===== src/rtl/cm0_irq_condition_if.sv =====
// ---------------------------------------------------------------------------
// cm0_irq_condition_if
// Signal bundle between the interrupt sources/control and the conditioning
// front-end. The clock and reset stay outside as plain ports.
//   IRQIN   [NUM_IRQ-1:0]  asynchronous interrupt sources, active-high
//   NMIIN                  asynchronous NMI source, active-high
//   IRQMODE [NUM_IRQ-1:0]  0 = level, 1 = rising-edge (quasi-static)
//   IRQCLR  [NUM_IRQ-1:0]  single-cycle clear of pending/overflow (edge only)
//   IRQ     [31:0]         to core IRQ bus, bits >= NUM_IRQ tied 0
//   NMI                    to core NMI
//   IRQOVF  [NUM_IRQ-1:0]  sticky overflow flags
//   ANYREQ                 wake / clock-ungate request
// master = source/control side, slave = conditioning block.
// ---------------------------------------------------------------------------
interface cm0_irq_condition_if #(
    parameter int NUM_IRQ = 32
);
    logic [NUM_IRQ-1:0] IRQIN;
    logic               NMIIN;
    logic [NUM_IRQ-1:0] IRQMODE;
    logic [NUM_IRQ-1:0] IRQCLR;
    logic [31:0]        IRQ;
    logic               NMI;
    logic [NUM_IRQ-1:0] IRQOVF;
    logic               ANYREQ;

    modport master (
        output IRQIN, NMIIN, IRQMODE, IRQCLR,
        input  IRQ, NMI, IRQOVF, ANYREQ
    );

    modport slave (
        input  IRQIN, NMIIN, IRQMODE, IRQCLR,
        output IRQ, NMI, IRQOVF, ANYREQ
    );
endinterface


===== src/rtl/cm0_irq_condition.sv =====
// ---------------------------------------------------------------------------
// cm0_irq_condition
// Interrupt conditioning front-end for the Cortex-M0 integration level.
// Synchronises up to 32 asynchronous IRQ sources and NMI into HCLK, and in
// edge mode latches rising edges into per-channel pending bits with a sticky
// overflow flag.
// Ports:
//   HCLK     system clock, all state on the rising edge
//   HRESETn  asynchronous active-low reset
//   bus      cm0_irq_condition_if.slave (see interface header)
// The NUM_IRQ parameter must match the one the interface was built with.
// ---------------------------------------------------------------------------

// Plain N-flop synchroniser, reset to 0.
module cm0_irq_sync #(
    parameter int STAGES = 2
) (
    input  logic HCLK,
    input  logic HRESETn,
    input  logic d,
    output logic q
);
    logic [STAGES-1:0] sync;

    always_ff @(posedge HCLK or negedge HRESETn) begin
        if (!HRESETn) sync <= '0;
        else          sync <= {sync[STAGES-2:0], d};
    end

    assign q = sync[STAGES-1];
endmodule

// One interrupt channel: synchroniser, edge detector, pending and overflow.
module cm0_irq_channel #(
    parameter int SYNC_STAGES = 2
) (
    input  logic HCLK,
    input  logic HRESETn,
    input  logic irq_in,
    input  logic mode,
    input  logic clr,
    output logic irq,
    output logic ovf
);
    logic lvl;
    logic lvl_d;
    logic edge_det;
    logic pend;
    logic ovf_q;
    logic pend_nxt;
    logic ovf_nxt;

    cm0_irq_sync #(.STAGES(SYNC_STAGES)) u_sync (
        .HCLK    (HCLK),
        .HRESETn (HRESETn),
        .d       (irq_in),
        .q       (lvl)
    );

    // lvl_d tracks lvl in both modes, so switching level->edge while the
    // source is high never fabricates an edge.
    assign edge_det = lvl & ~lvl_d;

    always_comb begin
        pend_nxt = pend;
        ovf_nxt  = ovf_q;
        if (!mode) begin
            pend_nxt = 1'b0;
            ovf_nxt  = 1'b0;
        end else begin
            // A set beats a coincident clear so no edge is ever lost.
            if (edge_det)      pend_nxt = 1'b1;
            else if (clr)      pend_nxt = 1'b0;
            // Overflow only when the edge lands on an already pending,
            // uncleared channel; a clear otherwise wipes it.
            if (clr)                  ovf_nxt = 1'b0;
            else if (edge_det & pend) ovf_nxt = 1'b1;
        end
    end

    always_ff @(posedge HCLK or negedge HRESETn) begin
        if (!HRESETn) begin
            lvl_d <= 1'b0;
            pend  <= 1'b0;
            ovf_q <= 1'b0;
        end else begin
            lvl_d <= lvl;
            pend  <= pend_nxt;
            ovf_q <= ovf_nxt;
        end
    end

    assign irq = mode ? pend : lvl;
    assign ovf = ovf_q;
endmodule

module cm0_irq_condition #(
    parameter int NUM_IRQ     = 32,
    parameter int SYNC_STAGES = 2
) (
    input  logic                      HCLK,
    input  logic                      HRESETn,
    cm0_irq_condition_if.slave        bus
);
    logic [31:0]        irq_w;
    logic [NUM_IRQ-1:0] ovf_w;
    logic               nmi_w;

    for (genvar n = 0; n < 32; n++) begin : g_ch
        if (n < NUM_IRQ) begin : g_impl
            cm0_irq_channel #(.SYNC_STAGES(SYNC_STAGES)) u_ch (
                .HCLK    (HCLK),
                .HRESETn (HRESETn),
                .irq_in  (bus.IRQIN[n]),
                .mode    (bus.IRQMODE[n]),
                .clr     (bus.IRQCLR[n]),
                .irq     (irq_w[n]),
                .ovf     (ovf_w[n])
            );
        end else begin : g_tie
            assign irq_w[n] = 1'b0;
        end
    end

    // NMI is level-only: just the synchroniser.
    cm0_irq_sync #(.STAGES(SYNC_STAGES)) u_nmi_sync (
        .HCLK    (HCLK),
        .HRESETn (HRESETn),
        .d       (bus.NMIIN),
        .q       (nmi_w)
    );

    assign bus.IRQ    = irq_w;
    assign bus.NMI    = nmi_w;
    assign bus.IRQOVF = ovf_w;
    // Built only from flop outputs (and the quasi-static mode select), so
    // there is no asynchronous input-to-output path.
    assign bus.ANYREQ = (|irq_w) | nmi_w;
endmodule

===== src/flat_wrapper.sv =====
// flat-port wrapper written by rule: the top's interface ports become plain ports
module cm0_irq_condition_flat 
#(
    parameter int NUM_IRQ     = 32,
    parameter int SYNC_STAGES = 2
)
  (HCLK, HRESETn, bus_IRQIN, bus_NMIIN, bus_IRQMODE, bus_IRQCLR, bus_IRQ, bus_NMI, bus_IRQOVF, bus_ANYREQ);
  cm0_irq_condition_if #(.NUM_IRQ(NUM_IRQ)) bus_i ();
  input  logic HCLK;
  input  logic HRESETn;
  input wire logic [$bits(bus_i.IRQIN)-1:0] bus_IRQIN;
  input wire logic [$bits(bus_i.NMIIN)-1:0] bus_NMIIN;
  input wire logic [$bits(bus_i.IRQMODE)-1:0] bus_IRQMODE;
  input wire logic [$bits(bus_i.IRQCLR)-1:0] bus_IRQCLR;
  output wire logic [$bits(bus_i.IRQ)-1:0] bus_IRQ;
  output wire logic [$bits(bus_i.NMI)-1:0] bus_NMI;
  output wire logic [$bits(bus_i.IRQOVF)-1:0] bus_IRQOVF;
  output wire logic [$bits(bus_i.ANYREQ)-1:0] bus_ANYREQ;
  assign bus_i.IRQIN = bus_IRQIN;
  assign bus_i.NMIIN = bus_NMIIN;
  assign bus_i.IRQMODE = bus_IRQMODE;
  assign bus_i.IRQCLR = bus_IRQCLR;
  assign bus_IRQ = bus_i.IRQ;
  assign bus_NMI = bus_i.NMI;
  assign bus_IRQOVF = bus_i.IRQOVF;
  assign bus_ANYREQ = bus_i.ANYREQ;
  cm0_irq_condition #(.NUM_IRQ(NUM_IRQ), .SYNC_STAGES(SYNC_STAGES)) u_core (.HCLK(HCLK), .HRESETn(HRESETn), .bus(bus_i));
endmodule

===== config.mk =====
export PLATFORM = sky130hd
export DESIGN_NAME = cm0_irq_condition_flat
export DESIGN_NICKNAME = d
export VERILOG_FILES = /design/src/rtl/cm0_irq_condition_if.sv /design/src/rtl/cm0_irq_condition.sv /design/src/flat_wrapper.sv
export SDC_FILE = /design/constraint.sdc
export NUM_CORES = 1
export LEC_CHECK = 0
export CAP_MARGIN = 0
export CORE_UTILIZATION = 52
export DETAILED_ROUTE_END_ITERATION = 8
export HOLD_SLACK_MARGIN = 0.1
export PLACE_DENSITY = 0.85
export SKIP_CTS_REPAIR_TIMING = 1
export SYNTH_ARGS = -nofsm -noshare
export SYNTH_HDL_FRONTEND = slang
export SYNTH_HIERARCHICAL = 1
export SYNTH_SLANG_ARGS = --single-unit

===== constraint.sdc =====
create_clock -name HCLK -period 3.27 [get_ports HCLK]
set_clock_uncertainty 0.15 [all_clocks]
set_input_delay 0.4905 -clock HCLK [delete_from_list [all_inputs] [get_ports HCLK]]
set_output_delay 0.4905 -clock HCLK [all_outputs]
set_load 0.005 [all_outputs]

==> results of run 1 <==
[synthesized netlist by cell type]
cell type	n	area [µm²]
nor4_1	6	37.5
nand3b_1	32	240
inv_1	32	120
a21boi_2	32	360
nor2_1	1	3.75
a21oi_1	32	160
mux2_4	32	480
nor4_2	1	12.5
nand4_1	2	12.5
or3_1	2	12.5
dfrtp_1	162	4050
nand2b_1	96	601
[placed cells by master (no fill, tap or decap)]
master and instances:
nor2_1 1, bufinv_16 3, clkinv_2 2, nor4_1 2
a21boi_2 32, a21oi_1 32, inv_1 32, buf_12 1
nor4_4 1, nand2b_1 96, nand4_1 2, dfrtp_1 162
buf_4 12, clkbuf_1 1, clkinv_4 1, dlygate4sd3_1 1
dlymetal6s2s_1 2, nor4_2 4, clkdlybuf4s50_1 161, or3_1 2
clkbuf_16 17, clkbuf_8 3, nand3b_1 32, clkinvlp_4 3
buf_6 1, mux2_4 32
[area by class of cell]
class / count / area share (%)
clock buffer: 21 / 5.42
clock inverter: 9 / 1.51
inverter: 32 / 1.38
multi-input combinational: 236 / 22.5
sequential: 162 / 46.7
tap: 143 / 2.06
timing repair buffer: 178 / 20.4
[registers in the layout, summed over array words and instances (netlist names)]
register / cells
u_core/g_ch.g_impl.u_ch/u_sync/sync: 64
u_core/g_ch.g_impl.u_ch/pend: 32
u_core/g_ch.g_impl.u_ch/ovf: 32
u_core/u_nmi_sync/sync: 2
u_core/g_ch.g_impl.u_ch/lvl_d: 32
[cells by family after synthesis]
group / after synthesis / synth area share, %
buf+inv: 32 / 1.97
compound gates: 64 / 8.54
mux: 32 / 7.88
flops: 162 / 66.5
simple gates: 140 / 15.1
[report_power, final]
group | switching (µW) | internal, µW
Combinational | 155 | 285
Sequential | 54.8 | 2090
Clock | 736 | 1250
Total | 946 | 3630
[critical path, stage by stage]
cell             delay (ps)
clkdlybuf4s50_1         540
mux2_4                  340
nor4_4                  270
buf_4                   160
nand4_1                 100
or3_1                   360
dlymetal6s2s_1          170
[worst max path at each step]
stage	cells past startpoint	endpoint
finish	7	bus_ANYREQ
global route	7	bus_ANYREQ
CTS	7	bus_ANYREQ
detailed placement	6	bus_ANYREQ
global placement	6	bus_ANYREQ
floorplan	3	bus_ANYREQ
[metrics by stage]
stage               utilization [%]  setup TNS, ps  instances
global placement               70.3           -161        750
CTS                            75.6           -255        780
detailed placement             70.3           -206        750
finish                         76.0              0        781
floorplan                         -              0        430
global route                   76.0              0        781
[per-layer routing]
layer,GRT usage [%],share of wire (%),up-vias,wire length [µm]
li1,-,-,1832,-
met1,24.6,39,1892,4770
met2,36.8,52,111,6440
met3,7.23,6.0,31,735
met4,11.2,3.0,0,370
met5,0,0,-,0
==> results.json, run 1 <==
{
  "run_status": "completed",
  "cts_tree": "yes",
  "element_type_at_the_critical_path_end": "output port",
  "placeableCoreArea_mm2": 0.0114,
  "place.detailed.hpwl_um": 9250,
  "drt_iter0_drc": 128,
  "layout_setup_ws_ps": 210,
  "hp-class": "reg2reg",
  "place.gp.congestion": 0.740,
  "post-route-cell-area_mm2": 0.00868,
  "hold_end": "u_core/g_ch[3].g_impl.u_ch/u_sync/sync[1]",
  "netlist-cell-type-count": 12,
  "power.density_mw_per_mm2": 527,
  "grt_pass1_wl_um": 19200,
  "timing.rr.start": "u_core/g_ch[12].g_impl.u_ch/lvl_d",
  "gr-total-overflow": 0,
  "transition_time_at_the_pin_with_the_least_slew_margin_ps": 690,
  "avgRoutedWirePerCell_um": 15.8,
  "dieArea_mm2": 0.0122,
  "min_delay_src": "u_core/g_ch[3].g_impl.u_ch/u_sync/sync[0]",
  "dp_slack_ps": -206,
  "drt-pass1-iter-count": 4,
  "synthesis.area_mm2": 0.00609,
  "rsz_0062_raised_after_global_routing": "false",
  "post_synth.cell_area_avg_um2": 14.2,
  "std_cell_rows": 39,
  "grt_start_max_net_pins": 79,
  "timing.final.max_slew_violations": 0,
  "cts_max_path_buffers": 2,
  "dpl_cell_area_mm2": 0.00803,
  "remaining_drcs": 0,
  "critical_path.max_fanout": 3,
  "hold_ws_ps": 195,
  "number_of_buffers_inserted_during_clock_tree_synthesis": 17,
  "fmax_mhz": 327,
  "power.static_leakage_uw": 0.00364,
  "reg2reg_slack_ps": 2280,
  "critical_path.startpoint": "bus_IRQMODE[4]",
  "grt.total_usage_pct": 21.8,
  "critical_path_arrival_ps": 2420,
  "warnings_synthesis": 6,
  "synth.yosys.seq_area_share_pct": 66.5,
  "synth-seq-cells": 162,
  "cp_data_required_time_ps": 2630,
  "route.antenna.remaining_nets": 0,
  "finalCriticalPeriod_ps": 3060,
  "finalSetupViolations": 0,
  "ir_drop_v": 0.000440,
  "final_net_count": 726,
  "rr_endpoint": "u_core/g_ch[12].g_impl.u_ch/ovf",
  "final_min_period_over_clock_period_pct": 93.6,
  "boundaryPins": 165,
  "timing.setup.critical_path_class": "in2out",
  "worst-r2r-cell-count": 2,
  "layout.area.seq_mm2": 0.00405,
  "worstSetupStartpointType": "input port",
  "timing.slew.headroom_pct": 54.0,
  "floorplan.initialDensity_pct": 53.4,
  "antenna_found_initial": 0,
  "clk-insertion-delay-late_ps": 420,
  "ctsHtreeMaxLevel": 4,
  "post-layout-total-power_uw": 4570,
  "io_buffers": 164,
  "n_fill_cell": 738,
  "insertedDiodeCount": 0,
  "clk_pin_slew_worst_paths_ps": 60,
  "finalWirelength_um": 12300,
  "die_y_um": 110,
  "post_route_cells_drive_above_1_share_pct": 17.6,
  "hold_path_depth": 0,
  "hold_viol": 0,
  "multi_input_area_mm2": 0.00195,
  "cts.root.buffer_cell": "clkbuf_16",
  "first_global_vias": 4086,
  "timing.max_cap.violations": 0,
  "die_w_um": 110,
  "syn-instance-count": 430,
  "dr_total_vias": 3866,
  "number_of_nets_in_the_synthesized_netlist": 529,
  "cts.sinks": 162,
  "via_per_inst": 4.95,
  "syn2layout_area_growth_pct": 42.4
}
Note: power is estimated with default switching activity, not from simulation.
==> inputs of run 2 (changes only) <==
--- a/config.mk
+++ b/config.mk
@@ -6,6 +6,7 @@
 export NUM_CORES = 1
 export LEC_CHECK = 0
 export CAP_MARGIN = 0
+export CORE_MARGIN = 2
 export CORE_UTILIZATION = 52
 export DETAILED_ROUTE_END_ITERATION = 8
 export HOLD_SLACK_MARGIN = 0.1
@@ -15,3 +16,4 @@
 export SYNTH_HDL_FRONTEND = slang
 export SYNTH_HIERARCHICAL = 1
 export SYNTH_SLANG_ARGS = --single-unit
+export TNS_END_PERCENT = 1
==> run 2 against run 1 <==
  * Clock power increased by 17%
  * Combinational power about the same
  * Worst hold slack improved by 1.2 ps
  * Setup slack got worse by 6.1 ps
  * Sequential power about the same
  * Maximum frequency decreased by 0.20%
  * Count of clock-buffer cells in the layout decreased by 2
  * Sequential share of layout area decreased by 0.65 points
  * Via count increased by 1.9%
  * Utilization increased by 1.1 points
  * Non-clock buffer count increased by 2
  * Final area increased by 1.4%
==> results.json, run 2 (synthesized netlist as in run 1, its figures left out) <==
{
  "layout_setup_ws_ps": 204,
  "largest_register_ffs": 64,
  "hold_path_depth": 0,
  "min_delay_src": "u_core/g_ch[9].g_impl.u_ch/u_sync/sync[0]",
  "place.gp.congestion": 0.833,
  "route.antenna.remaining_nets": 0,
  "ir_drop_v": 0.000470,
  "cts_max_path_buffers": 2,
  "element_type_at_the_critical_path_end": "output port",
  "registers.top_by_ff_count": "u_core/g_ch.g_impl.u_ch/u_sync/sync",
  "power.density_mw_per_mm2": 559,
  "cts.sinks": 162,
  "cts.root.buffer_cell": "clkbuf_16",
  "critical_path_arrival_ps": 2430,
  "timing.critical_path.max_delay_family": "buffers and inverters",
  "timing.rr.start": "u_core/g_ch[8].g_impl.u_ch/lvl_d",
  "critical_path_buf_inv_count": 3,
  "post-route-cell-area_mm2": 0.00880,
  "timing.setup.critical_path_class": "in2out",
  "dieArea_mm2": 0.0126,
  "drt_iter0_drc": 116,
  "cp_slowest_cell": "clkdlybuf4s50_1",
  "run_status": "completed",
  "remaining_drcs": 0,
  "timing.max_cap.violations": 0,
  "first_global_vias": 4273,
  "rsz_0062_raised_after_global_routing": "false",
  "placeableCoreArea_mm2": 0.0114,
  "hold_ws_ps": 196,
  "hold_viol": 0,
  "final_min_period_over_clock_period_pct": 93.8,
  "crit_path_cell_trace": "clkdlybuf4s50_1, mux2_4, nor4_2, buf_4, nand4_1, or3_4, dlymetal6s2s_1",
  "boundaryPins": 165,
  "gr-total-overflow": 0,
  "post-layout-total-power_uw": 4920,
  "critical_path.max_fanout": 3,
  "finalWirelength_um": 12700,
  "post_route_cells_drive_above_1_share_pct": 18.2,
  "worst-r2r-cell-count": 2,
  "dp_slack_ps": -346,
  "final_net_count": 728,
  "grt_start_max_net_pins": 86,
  "layout_common_cells": "162 x dfrtp_1, 161 x clkdlybuf4s50_1, 96 x nand2b_1",
  "std_cell_rows": 39,
  "n_fill_cell": 699,
  "dpl_cell_area_mm2": 0.00804,
  "mostFrequentLayoutCell": "dfrtp_1",
  "finalCriticalPeriod_ps": 3070,
  "timing.slew.headroom_pct": 49.6,
  "layout.area.seq_mm2": 0.00405,
  "syn2layout_area_growth_pct": 44.4,
  "finalSetupViolations": 0,
  "ctsHtreeMaxLevel": 4,
  "rr_endpoint": "u_core/g_ch[8].g_impl.u_ch/ovf",
  "fmax_mhz": 326,
  "transition_time_at_the_pin_with_the_least_slew_margin_ps": 756,
  "hp-class": "reg2reg",
  "place.detailed.hpwl_um": 9350,
  "die_y_um": 112,
  "io_buffers": 164,
  "worstSetupStartpointType": "input port",
  "number_of_buffers_inserted_during_clock_tree_synthesis": 17,
  "grt_pass1_wl_um": 20600,
  "hold_end": "u_core/g_ch[9].g_impl.u_ch/u_sync/sync[1]",
  "antenna_found_initial": 1,
  "die_w_um": 112,
  "floorplan.initialDensity_pct": 53.4,
  "multi_input_area_mm2": 0.00195,
  "power.static_leakage_uw": 0.00370,
  "reg2reg_slack_ps": 2320,
  "drt-pass1-iter-count": 4,
  "cp_data_required_time_ps": 2630,
  "clk-insertion-delay-late_ps": 410,
  "dr_total_vias": 3940,
  "avgRoutedWirePerCell_um": 16.2,
  "via_per_inst": 5.01,
  "clk_pin_slew_worst_paths_ps": 60,
  "timing.final.max_slew_violations": 0,
  "worst_path_largest_cell_delay_ps": 520,
  "grt.total_usage_pct": 21.3,
  "cts_tree": "yes"
}
## run 2: where the power goes
| group | total (µW) | switching (µW) | internal (µW) |
|---|---|---|---|
| Clock | 2330 | 777 | 1550 |
| Combinational | 441 | 155 | 286 |
| Sequential | 2150 | 56.9 | 2090 |
## run 2: per-layer routing
layer	track usage (%)	share of wire, %	up-vias
met5	0	0	-
met4	9.27	2.5	0
met3	5.99	5.0	23
met1	23.8	38	1964
li1	-	-	1844
met2	38.0	54	109
## run 2: cell type report
cell class | instances | share of cell area [%]
antenna | 1 | 0.0284
clock buffer | 19 | 5.15
clock inverter | 13 | 2.90
inverter | 32 | 1.36
multi-input combinational | 236 | 22.2
sequential | 162 | 46.1
tap | 143 | 2.03
timing repair buffer | 180 | 20.3
## run 2: worst max-delay path by stage
| stage | start | to | slack, ps | cells past startpoint |
|---|---|---|---|---|
| after floorplan | bus_IRQMODE[18] | bus_ANYREQ | 1120 | 3 |
| final | bus_IRQMODE[4] | bus_ANYREQ | 200 | 7 |
| after global routing | bus_IRQMODE[4] | bus_ANYREQ | 100 | 7 |
| after CTS | bus_IRQMODE[31] | bus_ANYREQ | -350 | 6 |
| after detailed placement | bus_IRQMODE[31] | bus_ANYREQ | -350 | 6 |
| after global placement | bus_IRQMODE[30] | bus_ANYREQ | -220 | 6 |
## run 2: stage by stage
stage | TNS [ps] | std cells | utilization, %
2_1_floorplan | 0 | 430 | -
3_3_place_gp | -218 | 752 | 70.4
3_5_place_dp | -346 | 752 | 70.4
4_1_cts | -346 | 784 | 76.6
5_1_grt | 0 | 785 | 77.0
6_report | 0 | 786 | 77.1
